### src/rtl/decode_pkg.sv
// Shared instruction-field layout and decode helper for 32-bit instruction words.
package decode_pkg;

  localparam int OPC_MSB   = 31;
  localparam int OPC_LSB   = 26;
  localparam int RDST_MSB  = 25;
  localparam int RDST_LSB  = 21;
  localparam int RS1_MSB   = 20;
  localparam int RS1_LSB   = 16;
  localparam int RS2_MSB   = 15;
  localparam int RS2_LSB   = 11;
  localparam int FUNCT_MSB = 6;
  localparam int FUNCT_LSB = 0;
  localparam int IMM_MSB   = 15;
  localparam int IMM_LSB   = 0;

  typedef struct packed {
    logic [5:0]  opcode;
    logic [4:0]  rdst;
    logic [4:0]  rsrc1;
    logic [4:0]  rsrc2;
    logic [6:0]  funct;
    logic [15:0] imm;
  } dec_t;

  function automatic dec_t decode_fields(input logic [31:0] ir);
    dec_t d;
    d.opcode = ir[OPC_MSB:OPC_LSB];
    d.rdst   = ir[RDST_MSB:RDST_LSB];
    d.rsrc1  = ir[RS1_MSB:RS1_LSB];
    d.rsrc2  = ir[RS2_MSB:RS2_LSB];
    d.funct  = ir[FUNCT_MSB:FUNCT_LSB];
    d.imm    = ir[IMM_MSB:IMM_LSB];
    return d;
  endfunction

endpackage

### src/rtl/decode_stage_skid_buf.sv
// Two-entry valid/ready buffer (main + skid) holding raw words; o_ready is ~skid_full.
module skid_buf #(
  parameter int W = 32
) (
  input  logic         clk,
  input  logic         rst,
  input  logic         i_flush,
  input  logic         i_valid,
  output logic         o_ready,
  input  logic [W-1:0] i_data,
  output logic         o_valid,
  input  logic         i_ready,
  output logic [W-1:0] o_data
);

  logic         r_main_vld;
  logic         r_skid_vld;
  logic [W-1:0] r_main;
  logic [W-1:0] r_skid;
  logic         w_acc;
  logic         w_load;

  assign o_ready = ~r_skid_vld;
  assign o_valid = r_main_vld;
  assign o_data  = r_main;
  assign w_acc   = i_valid & ~r_skid_vld;
  assign w_load  = ~r_main_vld | i_ready;

  // Flush outranks every transfer; while the skid is full no new word is accepted.
  always_ff @(posedge clk or posedge rst) begin
    if (rst) begin
      r_main_vld <= 1'b0;
      r_skid_vld <= 1'b0;
      r_main     <= '0;
    end else if (i_flush) begin
      r_main_vld <= 1'b0;
      r_skid_vld <= 1'b0;
      r_main     <= '0;
    end else if (w_load) begin
      if (r_skid_vld) begin
        r_main     <= r_skid;
        r_main_vld <= 1'b1;
        r_skid_vld <= 1'b0;
      end else begin
        r_main_vld <= w_acc;
        if (w_acc) r_main <= i_data;
      end
    end else if (w_acc) begin
      r_skid_vld <= 1'b1;
    end
  end

  always_ff @(posedge clk) begin
    if (w_acc && r_main_vld && !i_ready) r_skid <= i_data;
  end

endmodule

### src/rtl/decode_stage.sv
// Registered decode stage with skid buffering. Define DECODE_SCOREBOARD_EN to add
// the RAW pending-register scoreboard and the wb_valid/wb_idx ports.
module decode_stage
  import decode_pkg::*;
#(
  parameter int IW     = 32,
  parameter int DATA_W = 32,
  parameter int NREG   = 32
) (
  input  logic              clk,
  input  logic              rst,
  input  logic              flush,
  input  logic              in_valid,
  output logic              in_ready,
  input  logic [IW-1:0]     in_ir,
  output logic              out_valid,
  input  logic              out_ready,
  output logic [5:0]        opcode,
  output logic [4:0]        rdst,
  output logic [4:0]        rsrc1,
  output logic [4:0]        rsrc2,
  output logic [6:0]        functR,
  output logic [DATA_W-1:0] imm_sext,
`ifdef DECODE_SCOREBOARD_EN
  output logic [DATA_W-1:0] imm_zext,
  input  logic              wb_valid,
  input  logic [4:0]        wb_idx
`else
  output logic [DATA_W-1:0] imm_zext
`endif
);

  logic          w_main_vld;
  logic [IW-1:0] w_main_ir;
  logic          w_stall;
  logic          w_down_rdy;
  dec_t          w_dec;

  skid_buf #(.W(IW)) u_skid (
    .clk     (clk),
    .rst     (rst),
    .i_flush (flush),
    .i_valid (in_valid),
    .o_ready (in_ready),
    .i_data  (in_ir),
    .o_valid (w_main_vld),
    .i_ready (w_down_rdy),
    .o_data  (w_main_ir)
  );

  assign w_dec      = decode_fields(w_main_ir[31:0]);
  assign opcode     = w_dec.opcode;
  assign rdst       = w_dec.rdst;
  assign rsrc1      = w_dec.rsrc1;
  assign rsrc2      = w_dec.rsrc2;
  assign functR     = w_dec.funct;
  assign imm_sext   = {{(DATA_W-16){w_dec.imm[15]}}, w_dec.imm};
  assign imm_zext   = {{(DATA_W-16){1'b0}}, w_dec.imm};
  assign out_valid  = w_main_vld & ~w_stall;
  assign w_down_rdy = out_ready & ~w_stall;

`ifdef DECODE_SCOREBOARD_EN
  logic [NREG-1:0] r_pend;
  logic [NREG-1:0] w_clr;
  logic [NREG-1:0] w_set;
  logic [NREG-1:0] w_pend_eff;

  always_comb begin
    w_clr = '0;
    if (wb_valid) w_clr[wb_idx] = 1'b1;
  end

  // Writeback clear is bypassed so a retiring source releases the stall this cycle.
  assign w_pend_eff = r_pend & ~w_clr;
  assign w_stall    = w_pend_eff[w_dec.rsrc1] | w_pend_eff[w_dec.rsrc2];

  always_comb begin
    w_set = '0;
    if (out_valid && out_ready && !flush && (w_dec.rdst != 5'd0)) w_set[w_dec.rdst] = 1'b1;
  end

  always_ff @(posedge clk or posedge rst) begin
    if (rst) r_pend <= '0;
    else     r_pend <= (w_pend_eff | w_set) & {{(NREG-1){1'b1}}, 1'b0};
  end
`else
  assign w_stall = 1'b0;
`endif

endmodule
### config.mk
export PLATFORM = sky130hd
export DESIGN_NAME = decode_stage
export DESIGN_NICKNAME = d
export VERILOG_FILES = /design/src/rtl/decode_pkg.sv /design/src/rtl/decode_stage_skid_buf.sv /design/src/rtl/decode_stage.sv
export SDC_FILE = /design/constraint.sdc
export NUM_CORES = 1
export LEC_CHECK = 0
export CORE_ASPECT_RATIO = 1.75
export CORE_MARGIN = 2
export CORE_UTILIZATION = 56
export DETAILED_ROUTE_END_ITERATION = 12
export DONT_BUFFER_PORTS = 1
export PLACE_DENSITY = 0.74
export SETUP_SLACK_MARGIN = 0.15
export SYNTH_ARGS = -nofsm -noshare
export SYNTH_HDL_FRONTEND = slang
export SYNTH_HIERARCHICAL = 1
export SYNTH_SLANG_ARGS = --single-unit
### constraint.sdc
create_clock -name clk -period 3.37 [get_ports clk]
set_input_delay 0.8425 -clock clk [delete_from_list [all_inputs] [get_ports clk]]
set_output_delay 0.8425 -clock clk [all_outputs]
set_load 0.02 [all_outputs]
* Word-level counts from Yosys, hierarchy flattened
Index checks and enable logic that the tools add are counted.
** Word-level totals
- Register bits after elaboration :: 66
- Bits of input ports :: 37
- Output and inout bits :: 94
- Word-level logic and storage cells :: 25
** Operators by class
- Muxes and demuxes :: 10
- Bitwise gates (word level) :: 4
- Reduce and logical (&&, ||, !) cells :: 7
** Operator list (number)
- $mux 32 :: 4
- $mux 1 :: 6
- $reduce_bool 3->1 :: 2
- $logic_and 1x1->1 :: 2
- $not 1->1 :: 2
- $reduce_and 2->1 :: 1
- $reduce_bool 2->1 :: 1
- $and 1x1->1 :: 1
- $logic_not 1->1 :: 1
- $or 1x1->1 :: 1

* Logic depth before layout (Yosys ltp)
Gate-level depths: netlist (run 1).
- Depth in word-level cells :: 6
- Depth in mapped cells :: 5
- Gate-level depth less buffers :: 3

* By module
The synthesis (run 1) kept the hierarchy.
** Modules (own cells, without submodules)
- skid_buf :: times used 1, cells each 150, area an instance 2561.2 um^2, seq. area each 1811.7 um^2
- decode_stage :: times used 1, cells each 61, area an instance 454.2 um^2, seq. area each 0.0 um^2

* Worst setup path before layout (run 1)
No wires, ideal clock.
- Kind :: in2reg
- Start point :: input port out_ready
- End point :: register u_skid.r_skid[0] (enable)
- Arrival time :: 3507 ps
- Required time :: 2902 ps
- Path slack :: -605 ps
- Stages on the path :: 2
- Buffers on the path :: 0
- Cell sequence :: nand2b_1 -> nor3b_1
** On the way
- Cells in the longest elaborated chain, start to end :: 2
** RTL lines
- start: declaration :: line decode_stage.sv:17 : input logic out_ready,
- $logic_not 1->1 :: line decode_stage_skid_buf.sv:54 : if (w_acc && r_main_vld && !i_ready) r_skid <= i_data;
- $logic_and 1x1->1 :: line decode_stage_skid_buf.sv:54
- end signal: assignment :: line decode_stage_skid_buf.sv:54
- end: declaration :: line decode_stage_skid_buf.sv:19 : logic [W-1:0] r_skid;
Every way passes these cells.
A chain may end at the register's enable or synchronous reset.

* Final worst setup path (run 1)
- Start point :: register u_skid.r_main[15], in the netlist u_skid/o_data[15]
- End point :: output port imm_sext[16]
** RTL lines
- start: declaration :: line decode_stage_skid_buf.sv:18 : logic [W-1:0] r_main;
- start signal: assignment :: line decode_stage_skid_buf.sv:41 : r_main <= r_skid;
- start signal: assignment :: line decode_stage_skid_buf.sv:46 : if (w_acc) r_main <= i_data;
- end: declaration :: line decode_stage.sv:23 : output logic [DATA_W-1:0] imm_sext,
No word-level cell between the ends.

==> results of run 1 <==
-- final timing paths --
check                                  start           endpoint  slack [ps]
setup / recovery           u_skid/o_data[15]       imm_sext[16]        1040
hold / removal                           rst   u_skid/o_data[2]         500
setup reg to reg              u_skid/o_valid  u_skid/o_data[11]        1470
hold reg to reg             u_skid/r_skid[5]   u_skid/o_data[5]         530
min in group clk            u_skid/r_skid[5]   u_skid/o_data[5]         530
max in group asynchronous                rst  u_skid/o_data[15]        2500
-- routing by layer --
| metal | vias to the layer above | track usage |
|---|---|---|
| met5 | - | 0 |
| met4 | 0 | 0.0874 |
| met3 | 4 | 0.0603 |
| met2 | 57 | 0.288 |
| met1 | 693 | 0.203 |
| li1 | 607 | - |
-- synthesized netlist by cell type --
library cell	n
nand3b_1	1
nand2b_1	1
buf_2	6
nor3b_1	1
edfxtp_1	32
conb_1	1
nor2_1	1
o2bb2ai_1	31
a21oi_4	1
or2_4	1
buf_4	60
o2bb2ai_2	1
inv_1	2
buf_6	4
a21oi_1	1
dfrtp_1	34
nor3_1	1
mux2i_1	32
-- area by class of cell --
| cell class | instances | area, sq um | share of cell area |
|---|---|---|---|
| sequential | 66 | 1820 | 0.635 |
| multi-input combinational | 88 | 738 | 0.258 |
| clock buffer | 10 | 138 | 0.0481 |
| tap | 55 | 68.8 | 0.0240 |
| clock inverter | 6 | 63.8 | 0.0223 |
| timing repair buffer | 4 | 30.0 | 0.0105 |
| inverter | 2 | 7.51 | 0.00262 |
-- registers in the layout, indices dropped and copies added (netlist names) --
| signal | count |
|---|---|
| u_skid/r_skid_vld | 1 |
| u_skid/o_valid | 1 |
| u_skid/r_skid | 32 |
| u_skid/o_data | 32 |
-- kinds of logic (layout without fill, tap and decap cells) --
family,count (synthesis),count (layout),synth area share
other,1,16,0.00124
flip-flops,66,66,0.601
AO/OA/AOI/OAI,34,34,0.102
buffers and inverters,72,22,0.177
AND/OR/NAND/NOR,6,6,0.0129
multiplexers,32,32,0.106
-- power by group through the flow --
stage | combinational [mW] | clock, mW | sequential, mW
after floorplan | 0.195 | 0 | 0.954
after global placement | 0.0900 | 0 | 1.01
after detailed placement | 0.0979 | 0 | 1.01
after CTS | 0.0976 | 0.676 | 0.995
after global routing | 0.106 | 0.706 | 1.00
final | 0.0963 | 0.650 | 0.994
-- through the flow --
stage                     hold WS, ps  area [sq um]  setup slack, ps  cells  power [mW]
after global placement            508          2660             1240    215        1.10
final                             501          2860             1040    231        1.74
after CTS                         500          2860             1020    231        1.77
after global routing              517          2860              986    231        1.81
after detailed placement          516          2660             1090    215        1.11
after floorplan                   496          3080              522    226        1.15
==> results.txt, run 1 <==
----------------------------------------------------
[Outcome]
  Outcome ... complete, no violations

[Clock network]
  TritonCTS sink count ... 66
  Cts bufs inserted ... 9
  Clock-pin slew on the worst setup and hold paths ... 70 ps
  Cts repair resizes ... 0
  Later-pin clock latency in the skew report ... 320 ps
  CTS tree ... done
  Total number of H-tree levels ... 3
  Clk Tree Root Cell ... clkbuf_8
  Post-CTS Repair Setup Buffers ... 0
  Count of hold-fix buffers inserted at cts ... 0
  Clk buf depth ... 2

[Place]
  Final weighted congestion in routability-driven placement ... 0.688
  HPWL Detailed ... 3310 microns
  Number of port buffers ... 0

[Synthesis]
  Area of the mapped netlist ... 3020 sq um
  Gate count after technology mapping ... 211
  Post-synth top area cell ... edfxtp_1
  Sequential fraction of the synthesis area ... 0.601
  Proportion of netlist area held by the largest area contributor ... 0.319
  Syn Area/Cell ... 14.3 sq um
  Synth Register Bits ... 66
  Yosys cell types ... 18
  YS warnings ... 6
  Largest cells by area after synthesis ... edfxtp_1, dfrtp_1, buf_4

[STA]
  Worst-margin pin slew ... 1070 ps
  Timing-limited maximum frequency ... 0.430 GHz
  Fin. max-slew vios ... 0
  Final setup skew ... 9.98 ps
  Count of final setup violators ... 0
  Hold Vio Cnt, Final ... 0
  Setup_tns ... 0 ps
  Setup repair after global routing missed its margin ... false
  Clock period minus final worst setup slack ... 2330 ps
  Period utilisation layout ... 0.690
  Worst slew slack as a fraction of its limit ... 0.289

[Detailed routing]
  Detailed route wirelength on metal2 ... 2780 microns
  Wire length per cell after detailed routing ... 21.7 microns
  Highest metal layer used by the detailed router ... met4
  Count of antenna-violating nets left after detailed routing ... 0
  Drc violations ... 0
  Starting DRT DRC Count ... 47
  Via count ... 1361
  Met1 Wirelength ... 1920 microns
  Aggregate routed wire length ... 5010 microns
  Detailed-route vias per instance ... 5.89
  Wire length on met3 ... 264 microns
  First-pass iteration count of the detailed router ... 6

[Floorplan]
  Placeable Area ... 5210 sq um
  Number of placement rows ... 35
  Die width ... 59.5 microns
  I/O pin count ... 131
  Initial standard-cell utilization of the core ... 0.579
  Die Y ... 101 microns
  Die ar. ... 6010 sq um

[GRT]
  Overall track demand over capacity in global routing ... 0.177
  Via count of the first global-routing pass ... 1489
  Number of antenna violations at the first check in global routing ... 0
  Maximum number of pins on one net before global-route repair ... 36
  Global-route congestion overflow total ... 0
  First-pass GRT wire length ... 7640 microns

[Finish]
  Antenna cells ... 0
  Core occupancy in the finished layout ... 0.549
  Fraction of layout instances using a drive strength above 1 ... 0.148
  Post-layout nets ... 208
  Leading cell types in the layout, fill and taps excluded ... mux2i_1, dfrtp_1, edfxtp_1, o2bb2ai_1, conb_1
  Number of fill cells ... 422
  Layout Area Growth over Synthesis ... -5.06%

[Critical path]
  Kind of start point of the critical path ... flop
  Crit Path Class ... flop to output pin
  Data required time at the worst endpoint ... 2530 ps
  Cell count along the critical path ... 0
  Type of element capturing the critical path ... output pin
  Max FO, Critical Path ... 20
  Depth of the most critical reg-to-reg path ... 4
  Worst endpoint data arrival time ... 1480 ps

[Power]
  PwrDens ... 608 nW/um^2
  Clock power frac ... 0.374
  Internal Pwr Total ... 1.28 mW
  Power share of the sequential group ... 0.571
  Net switching component of the power ... 0.465 mW
  Switching share of total power ... 0.267
  Maximum vdd drop ... 361 uV
  Leakage power ... 1.06 nW
  Proportion of power drawn by combinational gates ... 0.055

[Worst hold path]
  HP Class ... primary input to asynchronous set/reset pin

[Run]
  Reported max-cap violation count ... 0

----------------------------------------------------
Note: power is estimated with default switching activity, not from simulation.
==> run 2: changes to the inputs <==
Settings changed: CORE_UTILIZATION 56 to 62, PLACE_DENSITY 0.74 to 0.78.
Clock period 3.37 ns to 2.2 ns, I/O delays scaled along.
==> results.txt, run 2 (synthesis results as in run 1) <==
----------------------------------------------------
[Clock network]
  TritonCTS sink count ... 66 (unchanged)
  Cts bufs inserted ... 9 (unchanged)
  CTS tree ... done
  Clk buf depth ... 2 (unchanged)
  Post-CTS Repair Setup Buffers ... 0 (unchanged)
  Count of hold-fix buffers inserted at cts ... 0 (unchanged)
  Clk Tree Root Cell ... clkbuf_8
  Cts repair resizes ... 0 (unchanged)
  Clock-pin slew on the worst setup and hold paths ... 70 ps (about the same)
  Later-pin clock latency in the skew report ... 330 ps (about the same)
  Total number of H-tree levels ... 3 (unchanged)

[Critical path]
  Stage delay of the slowest cell on the critical path ... 360 ps
  Kind of start point of the critical path ... flop
  Data required time at the worst endpoint ... 1650 ps (-880 ps)
  List of cells traversed by the critical path ... buf_4 -> inv_1
  Slowest-stage cell, CP ... dfrtp_2
  Worst endpoint data arrival time ... 1240 ps (-240 ps)
  Max FO, Critical Path ... 22 (+10%)
  Cell count along the critical path ... 2 (+2)
  CP top delay family ... buffers and inverters
  Depth of the most critical reg-to-reg path ... 3 (-1)
  Number of buffer and inverter stages on the critical path ... 2
  Crit Path Class ... flop to output pin
  Type of element capturing the critical path ... output pin

[Detailed routing]
  Starting DRT DRC Count ... 68 (+45%)
  Detailed-route vias per instance ... 5.95 (+1.0%)
  Drc violations ... 0 (unchanged)
  First-pass iteration count of the detailed router ... 4 (-2)
  Aggregate routed wire length ... 5080 microns (+1.5%)
  Count of antenna-violating nets left after detailed routing ... 0 (unchanged)
  Via count ... 1399 (+2.8%)
  Wire length per cell after detailed routing ... 21.6 microns (-0.25%)

[Floorplan]
  Die ar. ... 5460 sq um (-9.2%)
  Placeable Area ... 4670 sq um (-10%)
  Number of placement rows ... 33 (-5.7%)
  I/O pin count ... 131 (unchanged)
  Die width ... 56.7 microns (-4.6%)
  Initial standard-cell utilization of the core ... 0.646 (+0.0677)
  Die Y ... 96.3 microns (-4.8%)

[Finish]
  Fraction of layout instances using a drive strength above 1 ... 0.175 (+0.0271)
  Layout Area Growth over Synthesis ... -4.15%
  Antenna cells ... 0 (unchanged)
  Post-Layout Inst Area ... 2890 sq um (+0.96%)
  Leading cell types in the layout, fill and taps excluded ... mux2i_1, dfrtp_1, edfxtp_1, o2bb2ai_1, conb_1
  Post-layout nets ... 215 (+3.4%)

[STA]
  Clock period minus final worst setup slack ... 1790 ps
  Final setup skew ... 9.67 ps (-0.314 ps)
  Worst-margin pin slew ... 605 ps (-462 ps)
  Timing-limited maximum frequency ... 0.560 GHz
  Fin. max-slew vios ... 0 (unchanged)
  Setup_tns ... 0 ps (unchanged)
  Hold Vio Cnt, Final ... 0 (unchanged)
  Period utilisation layout ... 0.811
  Setup repair after global routing missed its margin ... false
  Count of final setup violators ... 0 (unchanged)
  Worst slew slack as a fraction of its limit ... 0.597 (+0.308)

[GRT]
  Global-route congestion overflow total ... 0 (unchanged)
  Number of antenna violations at the first check in global routing ... 0 (unchanged)
  Via count of the first global-routing pass ... 1533 (+3.0%)
  Maximum number of pins on one net before global-route repair ... 23 (-36%)
  Overall track demand over capacity in global routing ... 0.199 (+0.0218)
  First-pass GRT wire length ... 7820 microns (+2.4%)

[Place]
  Standard cell area after detailed placement ... 2730 sq um (+2.6%)
  HPWL Detailed ... 3610 microns (+9.4%)
  Number of port buffers ... 0 (unchanged)
  Final weighted congestion in routability-driven placement ... 0.670 (-2.6%)

[Power]
  Proportion of power drawn by combinational gates ... 0.079 (+0.024)
  Net switching component of the power ... 0.709 mW (+52%)
  Power share of the sequential group ... 0.592 (+0.021)
  Leakage power ... 1.08 nW (+2.3%)
  Clock power frac ... 0.330 (-0.044)
  Maximum vdd drop ... 563 uV (+56%)
  Internal Pwr Total ... 1.80 mW (+41%)
  Switching share of total power ... 0.282 (+0.0147)
  PwrDens ... 870 nW/um^2 (+43%)

[Worst hold path]
  HP Class ... primary input to asynchronous set/reset pin

[Outcome]
  Outcome ... complete, no violations

[Run]
  Reported max-cap violation count ... 0 (unchanged)

----------------------------------------------------
## run 2: changes by cell type in the layout (fill, tap and decap cells not counted)
cell,delta
clkinv_1,+2
nand2b_1,-1
inv_4,-1
inv_6,-1
nand2b_4,+1
buf_4,+6
clkinv_2,+2
clkbuf_8,-1
bufinv_16,-1
buf_12,+1
## run 2: routing by layer
layer | global-route usage | vias up | wire [microns]
met5 | 0 | - | 0
met4 | 0.119 | 0 | 99
met3 | 0.0699 | 7 | 410
met2 | 0.328 | 61 | 2680
met1 | 0.221 | 708 | 1900
li1 | - | 623 | -
## run 2: area by class of cell
| type | instances | area (sq um) |
|---|---|---|
| multi-input combinational | 88 | 746 |
| tap | 52 | 65.1 |
| sequential | 66 | 1820 |
| clock inverter | 7 | 36.3 |
| fill | 358 | 1780 |
| timing repair buffer | 11 | 95.1 |
| inverter | 2 | 7.51 |
| clock buffer | 9 | 124 |
## run 2: power by group through the flow
stage / Clock, mW / Sequential [mW] / Combinational [mW]
finish: 0.828 / 1.49 / 0.198
global route: 0.892 / 1.49 / 0.216
CTS: 0.853 / 1.49 / 0.199
detailed placement: 0 / 1.51 / 0.200
global placement: 0 / 1.51 / 0.191
floorplan: 0 / 1.46 / 0.301
## run 2: path summary, 6_finish.rpt
kind | end | from | slack [ps]
worst max register to register | u_skid/r_skid[15] | u_skid/r_skid_vld | 670
max in group asynchronous | u_skid/o_data[16] | rst | 1560
min in group clk | u_skid/o_valid | flush | 280
worst min register to register | u_skid/o_data[15] | u_skid/r_skid[15] | 530
worst min-delay path | u_skid/o_data[0] | rst | 120
worst max-delay path | in_ready | u_skid/r_skid_vld | 410
## run 2: through the flow
| step | worst slack [ps] | hold WS [ps] | total power, mW | instances | util |
|---|---|---|---|---|---|
| 2_1_floorplan | 184 | 496 | 1.76 | 226 | - |
| 3_3_place_gp | 660 | 479 | 1.70 | 219 | 0.585 |
| 3_5_place_dp | 626 | 483 | 1.71 | 219 | 0.585 |
| 4_1_cts | 381 | 117 | 2.54 | 235 | 0.619 |
| 5_1_grt | 348 | 130 | 2.60 | 235 | 0.619 |
| 6_report | 415 | 123 | 2.51 | 235 | 0.619 |
==> run 3: changes to the inputs <==
Clock period 2.2 ns to 1.69 ns, I/O delays scaled along.
==> results.txt, run 3 (synthesis results as in run 1) <==
----------------------------------------------------
[Floorplan]
  Number of placement rows ... 33 (unchanged)
  Die Y ... 96.3 microns (unchanged)
  Die width ... 56.7 microns (unchanged)
  Placeable Area ... 4670 sq um (unchanged)
  Initial standard-cell utilization of the core ... 0.646 (unchanged)
  I/O pin count ... 131 (unchanged)
  Die ar. ... 5460 sq um (unchanged)

[Detailed routing]
  Starting DRT DRC Count ... 46 (-32%)
  Count of antenna-violating nets left after detailed routing ... 0 (unchanged)
  Drc violations ... 0 (unchanged)
  Aggregate routed wire length ... 5170 microns (+1.8%)
  Wire length per cell after detailed routing ... 21.6 microns (about the same)
  Detailed-route vias per instance ... 5.87 (-1.5%)
  First-pass iteration count of the detailed router ... 4 (unchanged)
  Via count ... 1402 (+0.21%)

[Critical path]
  Type of element capturing the critical path ... output pin
  Worst setup startpoint ... u_skid/o_data[15]
  List of cells traversed by the critical path ... buf_16
  Reg-to-reg critical path startpoint ... u_skid/r_skid_vld
  CP top delay family ... flip-flops
  Max FO, Critical Path ... 20 (-9.1%)
  Crit Path Class ... flop to output pin
  Stage delay of the slowest cell on the critical path ... 430 ps (+70 ps)
  Kind of start point of the critical path ... flop
  Number of buffer and inverter stages on the critical path ... 1 (-1)
  Data required time at the worst endpoint ... 1270 ps (-380 ps)
  R2r setup slk ... 260 ps (-410 ps)
  Cell count along the critical path ... 1 (-1)
  Slowest-stage cell, CP ... dfrtp_4
  End of the worst register-to-register path ... u_skid/r_skid[12]
  Depth of the most critical reg-to-reg path ... 3 (unchanged)
  Worst endpoint data arrival time ... 1130 ps (-110 ps)

[Power]
  Net switching component of the power ... 0.943 mW (+33%)
  Switching share of total power ... 0.271 (-0.0107)
  Clock power frac ... 0.364 (+0.034)
  Total power consumption of the routed design ... 3.48 mW (+38%)
  Maximum vdd drop ... 889 uV (+58%)
  Internal Pwr Total ... 2.53 mW (+40%)
  PwrDens ... 1160 nW/um^2 (+34%)
  Power share of the sequential group ... 0.556 (-0.036)
  Leakage power ... 1.12 nW (+3.4%)
  Proportion of power drawn by combinational gates ... 0.080 (about the same)

[Clock network]
  Clock-pin slew on the worst setup and hold paths ... 70 ps (about the same)
  CTS tree ... done
  TritonCTS sink count ... 66 (unchanged)
  Clk Tree Root Cell ... clkbuf_8
  Cts bufs inserted ... 9 (unchanged)
  Total number of H-tree levels ... 3 (unchanged)
  Clk buf depth ... 2 (unchanged)
  Later-pin clock latency in the skew report ... 330 ps (about the same)

[Finish]
  Antenna cells ... 0 (unchanged)
  Fraction of layout instances using a drive strength above 1 ... 0.203 (+0.0283)
  Number of fill cells ... 342 (-4.5%)
  Leading cell types in the layout, fill and taps excluded ... mux2i_1, dfrtp_1, edfxtp_1, o2bb2ai_1, conb_1
  Post-layout nets ... 219 (+1.9%)
  Layout Area Growth over Synthesis ... -0.830%

[STA]
  Count of final setup violators ... 0 (unchanged)
  Fin. max-slew vios ... 0 (unchanged)
  Setup repair after global routing missed its margin ... true
  Hold Vio Cnt, Final ... 0 (unchanged)
  Period utilisation layout ... 0.921
  Clock period minus final worst setup slack ... 1560 ps
  Worst-margin pin slew ... 605 ps (+0.366 ps)
  Worst slew slack as a fraction of its limit ... 0.597 (about the same)
  Worst hold slack ... 21.4 ps (-102 ps)
  Final setup skew ... 9.38 ps (-0.286 ps)
  Timing-limited maximum frequency ... 0.642 GHz

[Place]
  Number of port buffers ... 0 (unchanged)
  Final weighted congestion in routability-driven placement ... 0.694 (+3.6%)
  HPWL Detailed ... 3680 microns (+1.8%)

[GRT]
  Maximum number of pins on one net before global-route repair ... 35 (+52%)
  First-pass GRT wire length ... 7760 microns (-0.88%)
  Via count of the first global-routing pass ... 1520 (-0.85%)
  Overall track demand over capacity in global routing ... 0.197 (-0.00253)
  Global-route congestion overflow total ... 0 (unchanged)
  Number of antenna violations at the first check in global routing ... 0 (unchanged)

[Outcome]
  Outcome ... complete, no violations

[Worst hold path]
  HP Class ... primary input to asynchronous set/reset pin

[Run]
  Reported max-cap violation count ... 0 (unchanged)

----------------------------------------------------
-- run 3: how the worst max path moves through the flow --
stage,endpoint,slack [ps]
after floorplan,u_skid/r_skid[0],-250
after global placement,u_skid/r_skid[29],320
after detailed placement,u_skid/r_skid[8],280
after CTS,imm_sext[15],110
after global routing,imm_sext[21],90
final,imm_sext[16],130
-- run 3: layer usage --
layer	up-vias	track usage	part of all wire
met5	-	0	0
met4	0	0.0833	0.0062
met3	2	0.0753	0.068
met2	62	0.343	0.56
met1	708	0.211	0.36
li1	630	-	-
-- run 3: power by group through the flow --
stage / logic [mW] / clock network (mW) / registers, mW
after floorplan: 0.393 / 0 / 1.90
after global placement: 0.263 / 0 / 1.96
after detailed placement: 0.277 / 0 / 1.97
after CTS: 0.279 / 1.30 / 1.94
after global routing: 0.300 / 1.36 / 1.94
final: 0.278 / 1.26 / 1.93
-- run 3: area by class of cell --
class                           instances  area (sq um)  area share
Sequential cell                        66          1820       0.608
Multi-Input combinational cell         88           746       0.249
Timing Repair Buffer                   15           158      0.0527
Clock buffer                           10           128      0.0427
Clock inverter                          6          67.6      0.0226
Tap cell                               52          65.1      0.0218
Inverter                                2          10.0     0.00335
-- run 3: what timing repair did --
item                       CTS  global route
gates resized for setup      2             1
setup endpoints to repair   20            20
hold buffers                 0             0
setup buffers                0             0
cloned                       0             0
-- run 3: per-stage QoR --
step	cells	TNS [ps]	instance area [sq um]	worst slack, ps	util
floorplan	226	-7990	3100	-250	-
global placement	223	0	2790	323	0.597
detailed placement	223	0	2790	275	0.597
CTS	239	0	2990	115	0.640
global route	239	0	2990	91.8	0.641
finish	239	0	2990	133	0.641
